## src/rtl/pe_dot_sequencer.sv

```systemverilog
// pe_dot_sequencer: drives one registered PE through a dot product of cfg_len terms,
// accumulates the products and returns the sum through a valid/ready handshake.
`default_nettype none

module pe_dot_sequencer #(
  parameter int DATA_W = 8,
  parameter int PROD_W = 20,
  parameter int ACC_W  = 32,
  parameter int ADDR_W = 10,
  parameter int LEN_W  = 10
) (
  input  logic              clk,
  input  logic              rst_n,
  input  logic              start,
  input  logic [LEN_W-1:0]  cfg_len,
  input  logic [ADDR_W-1:0] cfg_ifm_base,
  input  logic [ADDR_W-1:0] cfg_wgt_base,
  output logic              ifm_rd_en,
  output logic [ADDR_W-1:0] ifm_rd_addr,
  output logic              wgt_rd_en,
  output logic [ADDR_W-1:0] wgt_rd_addr,
  input  logic [PROD_W-1:0] pe_product,
  output logic              busy,
  output logic [ACC_W-1:0]  result,
  output logic              result_valid,
  input  logic              result_ready
);

  typedef enum logic [1:0] {
    IDLE  = 2'd0,
    FETCH = 2'd1,
    DRAIN = 2'd2,
    OUT   = 2'd3
  } state_t;

  state_t            state, state_nxt;
  logic [LEN_W-1:0]  len_q;
  logic [LEN_W-1:0]  cnt;
  logic [ADDR_W-1:0] ifm_base_q;
  logic [ADDR_W-1:0] wgt_base_q;
  logic              drain_cnt;
  logic [1:0]        vld;
  logic [ACC_W-1:0]  acc;
  logic              accept;
  logic              fetch_last;

  assign accept     = (state == IDLE) && start;
  assign fetch_last = (cnt == len_q - LEN_W'(1));

  always_comb begin
    state_nxt = state;
    case (state)
      IDLE:    if (start) state_nxt = (cfg_len == '0) ? OUT : FETCH;
      FETCH:   if (fetch_last) state_nxt = DRAIN;
      DRAIN:   if (drain_cnt) state_nxt = OUT;
      OUT:     if (result_ready) state_nxt = IDLE;
      default: state_nxt = IDLE;
    endcase
  end

  always_ff @(posedge clk or negedge rst_n) begin
    if (!rst_n) state <= IDLE;
    else        state <= state_nxt;
  end

  // Outputs decode straight from the state register so reset clears them at once.
  assign ifm_rd_en    = (state == FETCH);
  assign wgt_rd_en    = ifm_rd_en;
  assign ifm_rd_addr  = ifm_rd_en ? ifm_base_q + ADDR_W'(cnt) : '0;
  assign wgt_rd_addr  = ifm_rd_en ? wgt_base_q + ADDR_W'(cnt) : '0;
  assign busy         = (state != IDLE);
  assign result_valid = (state == OUT);
  assign result       = result_valid ? acc : '0;

  always_ff @(posedge clk or negedge rst_n) begin
    if (!rst_n) begin
      len_q      <= '0;
      ifm_base_q <= '0;
      wgt_base_q <= '0;
      cnt        <= '0;
      drain_cnt  <= 1'b0;
      vld        <= '0;
      acc        <= '0;
    end else begin
      drain_cnt <= (state == DRAIN) ? ~drain_cnt : 1'b0;
      if (accept) begin
        len_q      <= cfg_len;
        ifm_base_q <= cfg_ifm_base;
        wgt_base_q <= cfg_wgt_base;
        cnt        <= '0;
        vld        <= '0;
        acc        <= '0;
      end else begin
        if (state == FETCH) cnt <= cnt + LEN_W'(1);
        // Stage 2 marks the cycle the PE output belongs to a fetched term.
        vld <= {vld[0], ifm_rd_en};
        if (vld[1]) acc <= acc + ACC_W'(pe_product);
      end
    end
  end

endmodule

`default_nettype wire

```

## config.mk

```make
export PLATFORM = sky130hd
export DESIGN_NAME = pe_dot_sequencer
export DESIGN_NICKNAME = d
export VERILOG_FILES = /design/src/rtl/pe_dot_sequencer.sv
export SDC_FILE = /design/constraint.sdc
export NUM_CORES = 1
export LEC_CHECK = 0
export ABC_AREA = 1
export CAP_MARGIN = 15
export CORE_MARGIN = 2
export CORE_UTILIZATION = 58
export DETAILED_ROUTE_END_ITERATION = 8
export PLACE_DENSITY = 0.87
export SYNTH_ARGS = -nofsm -noshare
export SYNTH_HDL_FRONTEND = slang
export SYNTH_SLANG_ARGS = --single-unit
```

## constraint.sdc

```tcl
create_clock -name clk -period 5.05 [get_ports clk]
set_clock_uncertainty 0.15 [all_clocks]
set_input_delay 0.7575 -clock clk [delete_from_list [all_inputs] [get_ports clk]]
set_output_delay 0.7575 -clock clk [all_outputs]
set_load 0.03 [all_outputs]
```

Yosys cells after proc, flatten, opt, wreduce, memory -nomap -nowiden
Index checks and enable logic that the tools add are counted.
{"block": "op_classes", "add_sub_neg": 5, "n_eq_ne": 8, "n_mux": 15, "bitwise_logic": 1, "reduce_logical": 7}
{"cell": "$mux W32", "n": 3}
{"cell": "$mux W10", "n": 4}
{"cell": "$add A32 B20 Y32", "n": 1}
{"cell": "$add A10 B10 Y10", "n": 2}
{"cell": "$mux W2", "n": 6}
{"cell": "$add A10 B1 Y10 const B", "n": 1}
{"cell": "$eq A10 B10 Y1", "n": 1}
{"cell": "$logic_not A10 Y1", "n": 1}
{"cell": "$sub A10 B1 Y10 const B", "n": 1}
{"cell": "$pmux W2 S4", "n": 1}
{"cell": "$reduce_bool A2 Y1", "n": 3}
{"cell": "$eq A2 B2 Y1 const B", "n": 2}
{"cell": "$ne A2 B1 Y1 const B", "n": 2}
{"cell": "$ne A2 B2 Y1 const B", "n": 2}
{"cell": "$reduce_and A4 Y1", "n": 1}
{"cell": "$eq A2 B1 Y1 const B", "n": 1}
{"cell": "$logic_not A2 Y1", "n": 1}
{"cell": "$logic_and A1 B1 Y1", "n": 1}
{"cell": "$mux W1", "n": 1}
{"cell": "$not A1 Y1", "n": 1}
{"block": "word_totals", "reg_bits": 77, "inputBits": 54, "out_inout_bits": 56, "wordCells": 44}

Longest topological paths before layout
{"block": "depth", "depth_word": 4, "depth_mapped": 15, "mapped_depth_nobuf": 15}

Worst setup path after synthesis
OpenSTA, ideal clock, no wires.
{"block": "synth_timing", "path_type": "reg2out", "from": "reg cnt[0]", "to": "out wgt_rd_addr[6]", "arrival_ns": 2.172, "t_required_ns": 4.143, "slack_ns": 1.970, "path_stages_with_launch": 12, "n_path_buf": 0, "cell_sequence": "dfrtp_1 ha_1 fa_1 nand2_1 nand2_1 a21oi_1 inv_1 nand2_1 nand2_1 a21oi_1 o21ai_0 a21oi_1"}
{"block": "synth_via", "elab_chain_cells": 2}
{"item": "start: declaration", "line": "38", "text": "logic [LEN_W-1:0] cnt;"}
{"item": "start signal: assignment", "line": "94", "text": "if (state == FETCH) cnt <= cnt + LEN_W'(1);"}
{"item": "$add A10 B10 Y10", "line": "70", "text": "assign wgt_rd_addr = ifm_rd_en ? wgt_base_q + ADDR_W'(cnt) : '0;"}
{"item": "$mux W10", "line": "70"}
{"item": "end: declaration", "line": "21", "text": "output logic [ADDR_W-1:0] wgt_rd_addr,"}
No other way between the ends.

Final worst setup path
{"block": "layout_timing", "from": "reg cnt[0]", "to": "out ifm_rd_addr[6]"}
{"block": "layout_via", "elab_chain_cells": 2}
{"item": "$add A10 B10 Y10", "line": "69", "text": "assign ifm_rd_addr = ifm_rd_en ? ifm_base_q + ADDR_W'(cnt) : '0;"}
{"item": "$mux W10", "line": "69"}
{"item": "end: declaration", "line": "19", "text": "output logic [ADDR_W-1:0] ifm_rd_addr,"}
No other way between the ends.

==> flow_summary.json <==
{
  "n_antenna_cell": 0,
  "async_flop_share": 1.00,
  "cts_setup_buffers": 0,
  "setup_viol": 0,
  "fin_ws_ps": 1070,
  "totalWireLength_um": 15000,
  "avgSynthCellArea_um2": 6.68,
  "hpwl_um": 11100,
  "clockBufferDepth": 2,
  "synthDistinctLibCells": 43,
  "tightest_slew_ps": 980,
  "drt-pass1-iter-count": 5,
  "synthCells": 891,
  "ys_seq_elements": 77,
  "fmax_mhz": 251,
  "clkLatencyLatePin_ps": 360,
  "cts_sinks": 77,
  "via_count": 6123,
  "worstPathArrival_ps": 3080,
  "die_h_um": 105,
  "cp.required_ps": 4140,
  "vias_per_cell": 5.41,
  "clk_pin_slew_worst_paths_ps": 80,
  "gr-total-overflow": 0,
  "multi_input_area_um2": 3510,
  "first_iter_violations": 469,
  "syn_area_um2": 5950,
  "numCtsBuffers": 9,
  "cap_violations": 0,
  "wl_per_cell_um": 13.2,
  "critPathMaxStageDelay_ps": 680,
  "cts_root_buf": "clkbuf_8",
  "fillerInstances": 781,
  "yosysSeqAreaShare": 0.324,
  "ant_nets": 0,
  "holdCritPathClass": "reg2reg",
  "rsz0062_at_grt": "no",
  "finalHoldViolations": 0,
  "grt_use_total": 0.284,
  "seq_area_um2": 1930,
  "cp_common_cell": "nand2_1",
  "crit_fanout": 6,
  "drive_gt1_frac": 0.0571,
  "grt_max_degree": 78,
  "leakagePower_uw": 0.00389,
  "num-nets-final": 1097,
  "tns_ps": 0,
  "layout_common_cells": "nand2_1, clkdlybuf4s50_1, inv_1",
  "crit_chain": "ha_1, fa_1, nand2_1, nand2_1, a21oi_1, inv_1, nand2_1, nand2_1, a21oi_1, o21ai_0, a21oi_1, clkdlybuf4s50_1",
  "dp_slack_ps": 1360,
  "worstSetupStartpointType": "flip-flop",
  "path_class": "reg2out",
  "critPathBufInv": 2,
  "port_buffers": 109,
  "relSlewSlack": 0.346,
  "post-route-period-util": 0.789,
  "hold_buffers": 0,
  "synth_enable_flop_cells": 0,
  "grt_pass1_wl_um": 25800,
  "grt_pass1_vias": 5581,
  "core_area_um2": 9860,
  "synth_ff_type": "dfrtp_1",
  "cts_tree": "built",
  "synth_fp_nets": 993,
  "rows": 36,
  "gp_congestion": 0.888,
  "synth.yosys.warnings": 0,
  "antenna_found_initial": 0,
  "end_kind": "primary output",
  "final_common_cell": "nand2_1",
  "htree_levels": 3,
  "route.detailed.drc": 0,
  "cts_resized": 0,
  "ir_worst_vdd_uv": 428,
  "critical_path.top_delay_family": "buffers and inverters",
  "area_growth_pct": 24.2,
  "power_density_nw_per_um2": 507,
  "start_util": 0.603,
  "outcome": "finished clean",
  "die_x_um": 105,
  "dieArea_um2": 11100,
  "io_pins": 110,
  "maxSlewViolCount": 0,
  "crit_slowest_cell": "clkdlybuf4s50_1",
  "period_minus_slack_ps": 3980
}
==> metrics by stage <==
| stage | total power [µW] | util | instances | hold WS, ps | cell area, µm² |
|---|---|---|---|---|---|
| after floorplan | 2550 | - | 891 | 239 | 5950 |
| after global placement | 3130 | 0.724 | 1116 | 248 | 7140 |
| after detailed placement | 3170 | 0.724 | 1116 | 254 | 7140 |
| after CTS | 3720 | 0.746 | 1131 | 265 | 7360 |
| after global routing | 4090 | 0.749 | 1132 | 275 | 7390 |
| final | 3750 | 0.749 | 1132 | 264 | 7390 |
==> report_power, final <==
| group | switching, µW | internal, µW | total [µW] |
|---|---|---|---|
| sequential | 205 | 827 | 1030 |
| combinational | 1390 | 791 | 2180 |
| clock | 246 | 291 | 537 |
| total | 1840 | 1910 | 3750 |
==> layout make-up <==
cell class | instances | share of cell area
timing repair buffer | 114 | 0.155
clock inverter | 5 | 0.0113
tap | 133 | 0.0225
inverter | 113 | 0.0574
clock buffer | 10 | 0.0186
multi-input combinational | 680 | 0.475
sequential | 77 | 0.261
==> per-layer routing <==
metal / wire [µm] / share of wire / global-route usage
met5: 0 / 0 / 0
met4: 248 / 0.017 / 0.0905
met1: 6630 / 0.44 / 0.390
met3: 886 / 0.059 / 0.0328
met2: 7230 / 0.48 / 0.471
==> cell families after synthesis <==
family / Yosys count / synth area share
simple gates: 466 / 0.330
compound gates: 158 / 0.143
buf+inv: 134 / 0.0869
flops: 77 / 0.324
fa+ha+maj: 48 / 0.105
xor+xnor: 8 / 0.0118
==> registers in the layout, summed over array words and instances (netlist names) <==
register    cells
acc            32
vld             2
wgt_base_q     10
len_q          10
ifm_base_q     10
cnt            10
drain_cnt       1
state           2
==> worst paths after layout <==
path	startpoint	to	slack (ps)	cells after the start
setup / recovery	cnt[0]	ifm_rd_addr[6]	1070	12
hold / removal	drain_cnt	drain_cnt	260	1
setup reg to reg	state[0]	acc[9]	1750	10
hold reg to reg	drain_cnt	drain_cnt	260	1
max in group asynchronous	rst_n	len_q[5]	3720	1
min in group asynchronous	rst_n	state[1]	400	1
==> synthesized netlist by cell type, types with 3 or more instances <==
library cell	n	area, µm²
xor2_1	7	61.3
nand3_1	44	220
clkbuf_1	10	37.5
inv_2	6	22.5
nand2_2	9	56.3
fa_1	3	60.1
nor2_2	8	50.1
a21oi_1	75	375
a21o_1	3	22.5
inv_1	107	402
nand4_1	6	37.5
buf_2	5	25.0
buf_1	4	15.0
dfrtp_1	77	1930
o21ai_1	12	60.1
o21ai_0	50	250
ha_1	45	563
nand3_2	3	30.0
nand2_1	288	1080
nor3_2	3	30.0
nor4_1	4	25.0
nor3_1	8	40.0
o21a_1	3	22.5
nor2_1	86	323
Power figures use the tool's default switching activity.
